$ cat src/rtl/udp_tx_arb.sv
// udp_tx_arb: round-robin arbiter in front of the UDP send engine.
// Latches per-channel requests, grants one packet at a time, and adds a watchdog and an inter-packet gap.
module udp_tx_arb #(
  parameter int CH_NUM  = 4,
  parameter int DATA_W  = 32,
  parameter int LEN_W   = 16,
  parameter int TIMEOUT = 65535,
  parameter int GAP_CYC = 24
) (
  input  logic                       clk,
  input  logic                       rst_n,
  input  logic [CH_NUM-1:0]          ch_start_en,
  input  logic [CH_NUM*LEN_W-1:0]    ch_byte_num,
  input  logic [CH_NUM*DATA_W-1:0]   ch_data,
  output logic [CH_NUM-1:0]          ch_req,
  output logic [CH_NUM-1:0]          ch_done,
  output logic [CH_NUM-1:0]          ch_err,
  output logic [CH_NUM-1:0]          ch_pend,
  output logic                       tx_start_en,
  output logic [LEN_W-1:0]           tx_byte_num,
  output logic [DATA_W-1:0]          tx_data,
  output logic [$clog2(CH_NUM)-1:0]  tx_ch,
  input  logic                       tx_req,
  input  logic                       tx_done,
  output logic                       busy
);

  localparam int CH_W  = $clog2(CH_NUM);
  localparam int IW    = CH_W + 1;
  localparam int WD_W  = $clog2(TIMEOUT);
  localparam int GAP_W = $clog2(GAP_CYC + 1);
  localparam logic [WD_W-1:0]  WD_LAST  = WD_W'(TIMEOUT - 1);
  localparam logic [GAP_W-1:0] GAP_LAST = GAP_W'(GAP_CYC - 1);

  typedef enum logic [2:0] {
    S_IDLE,
    S_ARB,
    S_START,
    S_WAIT,
    S_GAP
  } state_t;

  state_t             r_state;
  logic [CH_W-1:0]    r_rr_ptr;
  logic [CH_NUM-1:0]  r_pend;
  logic [LEN_W-1:0]   r_len [CH_NUM];
  logic [WD_W-1:0]    r_wdog;
  logic [GAP_W-1:0]   r_gap;
  logic [CH_W-1:0]    r_tx_ch;
  logic [LEN_W-1:0]   r_tx_byte_num;
  logic               r_tx_start_en;
  logic [CH_NUM-1:0]  r_ch_done;
  logic [CH_NUM-1:0]  r_ch_err;

  logic               w_found;
  logic [CH_W-1:0]    w_grant;
  logic [CH_W-1:0]    w_rr_next;
  logic [CH_NUM-1:0]  w_sel;
  logic [CH_NUM-1:0]  w_clr;
  logic [CH_NUM-1:0]  w_accept;
  logic [CH_NUM-1:0]  w_zero;
  logic               w_end;

  // Round-robin search: first pending channel at or above rr_ptr, wrapping.
  // NOTE: every always_comb output gets a default first so no latch is inferred.
  always_comb begin
    logic [IW-1:0] idx;
    idx     = '0;
    w_found = 1'b0;
    w_grant = '0;
    for (int k = 0; k < CH_NUM; k++) begin
      idx = {1'b0, r_rr_ptr} + IW'(k);
      if (idx >= IW'(CH_NUM)) idx = idx - IW'(CH_NUM);
      if (!w_found && r_pend[idx[CH_W-1:0]]) begin
        w_found = 1'b1;
        w_grant = idx[CH_W-1:0];
      end
    end
  end

  assign w_end     = (r_state == S_WAIT) && (tx_done || (r_wdog == WD_LAST));
  assign w_rr_next = (r_tx_ch == CH_W'(CH_NUM - 1)) ? '0 : r_tx_ch + 1'b1;

  // A start on a channel being cleared this cycle is accepted: the set wins.
  always_comb begin
    w_sel    = '0;
    w_clr    = '0;
    w_accept = '0;
    w_zero   = '0;
    ch_req   = '0;
    for (int i = 0; i < CH_NUM; i++) begin
      w_sel[i]    = (r_tx_ch == CH_W'(i));
      w_clr[i]    = w_end && w_sel[i];
      w_zero[i]   = ch_start_en[i] && (ch_byte_num[i*LEN_W +: LEN_W] == '0);
      w_accept[i] = ch_start_en[i] && !w_zero[i] && (!r_pend[i] || w_clr[i]);
      ch_req[i]   = tx_req && (r_state == S_WAIT) && w_sel[i];
    end
  end

  // NOTE: state uses non-blocking assignments only; the length registers are
  // reset too, so tx_byte_num never exposes an undefined value after reset.
  always_ff @(posedge clk) begin
    if (!rst_n) begin
      r_state       <= S_IDLE;
      r_rr_ptr      <= '0;
      r_pend        <= '0;
      r_wdog        <= '0;
      r_gap         <= '0;
      r_tx_ch       <= '0;
      r_tx_byte_num <= '0;
      r_tx_start_en <= 1'b0;
      r_ch_done     <= '0;
      r_ch_err      <= '0;
      for (int i = 0; i < CH_NUM; i++) r_len[i] <= '0;
    end else begin
      r_ch_done <= '0;
      r_ch_err  <= w_zero;
      for (int i = 0; i < CH_NUM; i++) begin
        if (w_accept[i]) begin
          r_pend[i] <= 1'b1;
          r_len[i]  <= ch_byte_num[i*LEN_W +: LEN_W];
        end else if (w_clr[i]) begin
          r_pend[i] <= 1'b0;
        end
      end

      case (r_state)
        S_IDLE: begin
          if (|r_pend) r_state <= S_ARB;
        end
        S_ARB: begin
          if (w_found) begin
            r_tx_ch       <= w_grant;
            r_tx_byte_num <= r_len[w_grant];
            r_tx_start_en <= 1'b1;
            r_state       <= S_START;
          end else begin
            r_state <= S_IDLE;
          end
        end
        S_START: begin
          r_tx_start_en <= 1'b0;
          r_wdog        <= '0;
          r_state       <= S_WAIT;
        end
        S_WAIT: begin
          r_wdog <= r_wdog + 1'b1;
          if (w_end) begin
            r_rr_ptr <= w_rr_next;
            r_gap    <= '0;
            r_state  <= S_GAP;
            if (tx_done) r_ch_done <= w_sel;
            else         r_ch_err  <= w_zero | w_sel;
          end
        end
        S_GAP: begin
          if (r_gap == GAP_LAST) r_state <= S_IDLE;
          else                   r_gap   <= r_gap + 1'b1;
        end
        default: r_state <= S_IDLE;
      endcase
    end
  end

  assign ch_done     = r_ch_done;
  assign ch_err      = r_ch_err;
  assign ch_pend     = r_pend;
  assign tx_start_en = r_tx_start_en;
  assign tx_byte_num = r_tx_byte_num;
  assign tx_ch       = r_tx_ch;
  assign tx_data     = ch_data[r_tx_ch*DATA_W +: DATA_W];
  assign busy        = (r_state != S_IDLE);

endmodule

$ cat config.mk
export PLATFORM = sky130hd
export DESIGN_NAME = udp_tx_arb
export DESIGN_NICKNAME = d
export VERILOG_FILES = /design/src/rtl/udp_tx_arb.sv
export SDC_FILE = /design/constraint.sdc
export NUM_CORES = 1
export LEC_CHECK = 0
export BUFFER_PORTS_ARGS = -buffer_cell sky130_fd_sc_hd__buf_2
export CORE_UTILIZATION = 47
export CTS_BUF_LIST = sky130_fd_sc_hd__clkbuf_4 sky130_fd_sc_hd__clkbuf_8
export DETAILED_ROUTE_END_ITERATION = 10
export GPL_TIMING_DRIVEN = 0
export PLACE_DENSITY = 0.79
export SETUP_SLACK_MARGIN = 0.5
export SLEW_MARGIN = 20
export SYNTH_ARGS = -nofsm -noshare
export SYNTH_HDL_FRONTEND = slang
export SYNTH_SLANG_ARGS = --single-unit
$ cat constraint.sdc
create_clock -name clk -period 5.9 [get_ports clk]
set_input_delay 0.885 -clock clk [delete_from_list [all_inputs] [get_ports clk]]
set_output_delay 0.885 -clock clk [all_outputs]
set_load 0.01 [all_outputs]
# Yosys cells after proc, flatten, opt, wreduce, memory -nomap -nowiden
# Memory sizes are Yosys's and may differ from the RTL's. A register that Yosys moved wholly into a read port is not among the register bits.
# Index checks and enable logic that the tools add are counted.
# word_totals
register_bits,41
wordCells,174
ram_bits,64
out_inout_bits,68
mem_count,1
input_bits,200
# classes
mux,60
eq_ne,14
order_cmp,8
addsub,10
n_shift,1
bitwise_logic,5
reduce_logical,63
# memory_table
name,words,width,read_ports,rd_ports_with_merged_regs,write_ports,line_no,text
r_len,4,16,1,1,4,46,logic [LEN_W-1:0] r_len [CH_NUM];
# ops
operator,count
$shiftx A128 B8 Y32,1
$logic_not A16 Y1,4
$mux W16,4
$pmux W16 S2,1
$mux W1,30
$logic_and A1 B1 Y1,25
$mux W2,10
$add A16 B1 Y16 const B,1
$eq A16 B16 Y1 const B,1
$pmux W3 S5,1
$reduce_bool A2 Y1,7
$logic_not A1 Y1,12
$lt A2 B3 Y1 const B,4
$mux W4,3
$mux W5,2
$ne A2 B2 Y1 const B,5
$pmux W5 S2,1
$ge A3 B3 Y1 const B,3
$mux W3,3
$bmux W1 S2,4
$sub A2 B1 Y2 const B,4
$add A2 B2 Y3 const B,2
$eq A3 B2 Y1 const B,2
$reduce_and A2 Y1,3
19 further kinds,28

# Longest topological paths before layout
# depth
word_depth,16
depth_mapped,8

# Least setup slack after synthesis
# OpenSTA, ideal clock, no wires.
# synth_timing
path_type,register to output
from,"register r_tx_ch[0], in the netlist tx_ch[0]"
to,output port tx_data[24]
path_stages_with_launch,4
t_arrival_ns,1.835
setup_slack_ns,3.180
required_time_ns,5.015
path_cell_list,dfxtp_1 -> clkbuf_1 -> buf_1 -> mux4_2
# synth_via
elab_chain_len,1
# synth_rtl
item,line_no,text
"start, declared",49,logic [CH_W-1:0] r_tx_ch;
"start signal, assigned",133,r_tx_ch <= w_grant;
$shiftx A128 B8 Y32,171,assign tx_data = ch_data[r_tx_ch*DATA_W +: DATA_W];
"end, declared",21,"output logic [DATA_W-1:0] tx_data,"
# Every way passes these cells.

# Worst setup path after layout
# layout_timing
from,"register r_tx_ch[0], in the netlist tx_ch[0]"
to,output port tx_data[26]
# The elaborated chain is that of the path after synthesis.

==> flow_summary.yaml <==
status:
  status: "finished, final reports clean"
clock_network:
  ctsResizeCount: 0
  path_clk_slew_ns: 0.08
  cts-hold-fix-buffers: 0
  cts-root-buf: "clkbuf_8"
  worstSkewPairLatency_ns: 0.45
  clock-sinks: 121
  post_cts_buffers: 0
  cts_htree_levels: 4
  cts-buffers-inserted: 17
  cts_tree: "built"
  clockBufferDepth: 2
flow_run:
  cap_violations: 0
floorplanning:
  core_mm2: 0.0132
  io_pins: 268
  dieArea_mm2: 0.0141
  dieHeight_um: 119
  start_util: 0.482
  num_rows: 42
  dieWidth_um: 119
routing:
  ant_nets: 0
  first_pass_iters: 5
  drc: 0
  wirelength_um: 22000
  via_per_inst: 5.74
  dr_total_vias: 6116
  drt_iter0_drc: 696
  wl_per_cell_um: 20.6
min_path:
  min_from: "tx_byte_num[6]"
  hold_end: "tx_byte_num[6]"
  hold_path_depth: 1
  hold_class: "flip-flop to flip-flop"
finish:
  diodes: 0
  nets: 1084
  areaGrowthSynthToFinish_pct: 31.3
  multi_input_comb_area_mm2: 0.00311
  utilization: 0.633
  final_layout_size_suffix_gt1_frac: 0.408
  final_cells: 1065
  seqCellArea_mm2: 0.00306
  n_fill_cell: 1069
grt:
  grt_pass1_vias: 5584
  antenna_found_initial: 1
  grt_start_max_net_pins: 17
  overflow: 0
  grt_usage: 0.316
  grt_pass1_wl_um: 32500
worst_setup_path:
  arrival_ns: 2.69
  rrSetupSlack_ns: 2.76
  timing_worst_setup_path_type: "flip-flop to primary output"
  max_stage_delay_ns: 0.66
  cp_slowest_cell: "mux4_2"
  startpoint_type: "flip-flop"
  r2r_end: "r_len[0][6]"
  critPathCaptureType: "primary output"
  r2r_start: "tx_ch[0]"
  r2r_cells: 7
  critPathRequiredTime_ns: 5.02
  cp_cell_sequence: "clkbuf_1 > buf_1 > mux4_2 > buf_2"
  critPathMaxFanout: 10
timing:
  period_share: 0.606
  rsz0062_at_grt: "no"
  hold_violations: 0
  timing.slew.headroom: 0.226
  slew_viol_final: 0
  setup_viol: 0
  worst_pin_slew_ns: 1.15
  tns_ns: 0
  skew_ns: 0.0199
  max_freq_ghz: 0.280
  holdWs_ns: 0.467
  post-route-min-period_ns: 3.58
logic_synthesis:
  synth-main-ff-cell: "edfxtp_1"
  syn_area_mm2: 0.00638
  synth.avg_cell_area_um2: 10.8
  synth-seq-cells: 121
  syn_inst: 592
  syn_nets: 799
  yosys_warnings: 0
  synth_cell_types: 55
  synth_edf_count: 64
  synth_seq_area_share: 0.480
  ys_async_sr_fraction: 0
place:
  place_congestion: 0.895
  dp_hpwl_um: 17800
  dp_cells: 1034
  port_buffers: 266
pwr:
  finalPower_mw: 2.19
  p_per_area_mw_per_mm2: 261
  p_leak_nw: 3.61
  vdd_ir_drop_max_mv: 0.118
[critical path: cells and delay by family, from the launching register on]
| family | cells | cell delay [ns] |
|---|---|---|
| buf+inv | 3 | 1.20 |
| mux | 1 | 0.66 |
| flops | 1 | 0.38 |
[cells in the final DEF, fill, tap and decap left out, types with 19 or more instances in the layout]
master    Yosys  layout
and2_1       70      70
edfxtp_1     64      64
clkbuf_8      0      20
nand2_1      89      89
nor4_1       19      19
nor2_1       19      19
mux4_2       32      32
a21oi_1      53      53
buf_2         9     275
dfxtp_1      57      57
[logic make-up (layout without fill, tap and decap cells)]
kind of cell / Yosys count / count (layout) / synth area share
adders and majority gates: 7 / 7 / 0.0137
xor gates and xnor gates: 6 / 6 / 0.00823
DFF: 121 / 121 / 0.480
buffers and inverters: 43 / 340 / 0.0323
muxes: 35 / 35 / 0.118
AOI/OAI and AO/OA: 121 / 121 / 0.135
and+or+nand+nor: 259 / 259 / 0.212
[report_power, final]
part           leakage (nW)  total, mW  switching [mW]  internal [mW]
registers              1.15      0.970          0.0288          0.941
clock network         0.217      0.829           0.338          0.491
logic                  2.24      0.389           0.225          0.163
[how the worst max path moves through the flow]
stage	slack [ns]	start	cells past startpoint	end
floorplan	3.18	tx_ch[0]	3	tx_data[24]
detailed placement	2.75	tx_ch[0]	7	r_len[0][5]
finish	2.32	tx_ch[0]	4	tx_data[26]
global route	2.07	tx_ch[0]	6	ch_req[0]
CTS	2.27	tx_ch[0]	4	tx_data[26]
global placement	2.76	tx_ch[0]	4	tx_data[26]
[per-layer routing]
metal  wire length, um  vias to the layer above  track usage
li1                  -                     2784            -
met1              9020                     2924        0.438
met2              9790                      369        0.458
met3              2650                       37        0.124
met4               502                        2       0.0926
met5                13                        -            0
[cells in the mapped netlist, drive strengths merged (5+ instances only)]
cell type / n / area (um^2)
nand2: 89 / 334
and2: 70 / 438
edfxtp: 64 / 1920
dfxtp: 57 / 1140
a21oi: 53 / 265
mux4: 32 / 721
nor2: 21 / 83.8
nor4: 19 / 119
o21ai: 17 / 85.1
a211o: 16 / 140
buf: 16 / 105
clkbuf: 16 / 60.1
nand3: 14 / 70.1
nand4: 14 / 87.6
inv: 11 / 41.3
and3: 7 / 43.8
ha: 7 / 87.6
a21boi: 5 / 37.5
or4: 5 / 37.5
xor2: 5 / 43.8
[registers in the layout (all words and copies together), names as in the netlist]
name         cells
r_gap            5
r_len           64
r_wdog          16
ch_pend          4
tx_byte_num     16
ch_err           4
r_rr_ptr         2
tx_start_en      1
tx_ch            2
r_state          3
ch_done          4
[metrics by stage]
step | setup WS (ns) | instance area, um^2
floorplan | 3.18 | 6380
global placement | 2.76 | 7940
detailed placement | 2.75 | 7940
CTS | 2.27 | 8380
global route | 2.07 | 8380
finish | 2.32 | 8380
[final cells by class]
cell class,instances,area share
Inverter,11,0.00493
Clock inverter,11,0.0203
Buffer,32,0.0197
Tap cell,176,0.0263
Multi-Input combinational cell,428,0.372
Sequential cell,121,0.365
Clock buffer,20,0.0328
Timing Repair Buffer,266,0.159
Note: power is estimated with default switching activity, not from simulation.
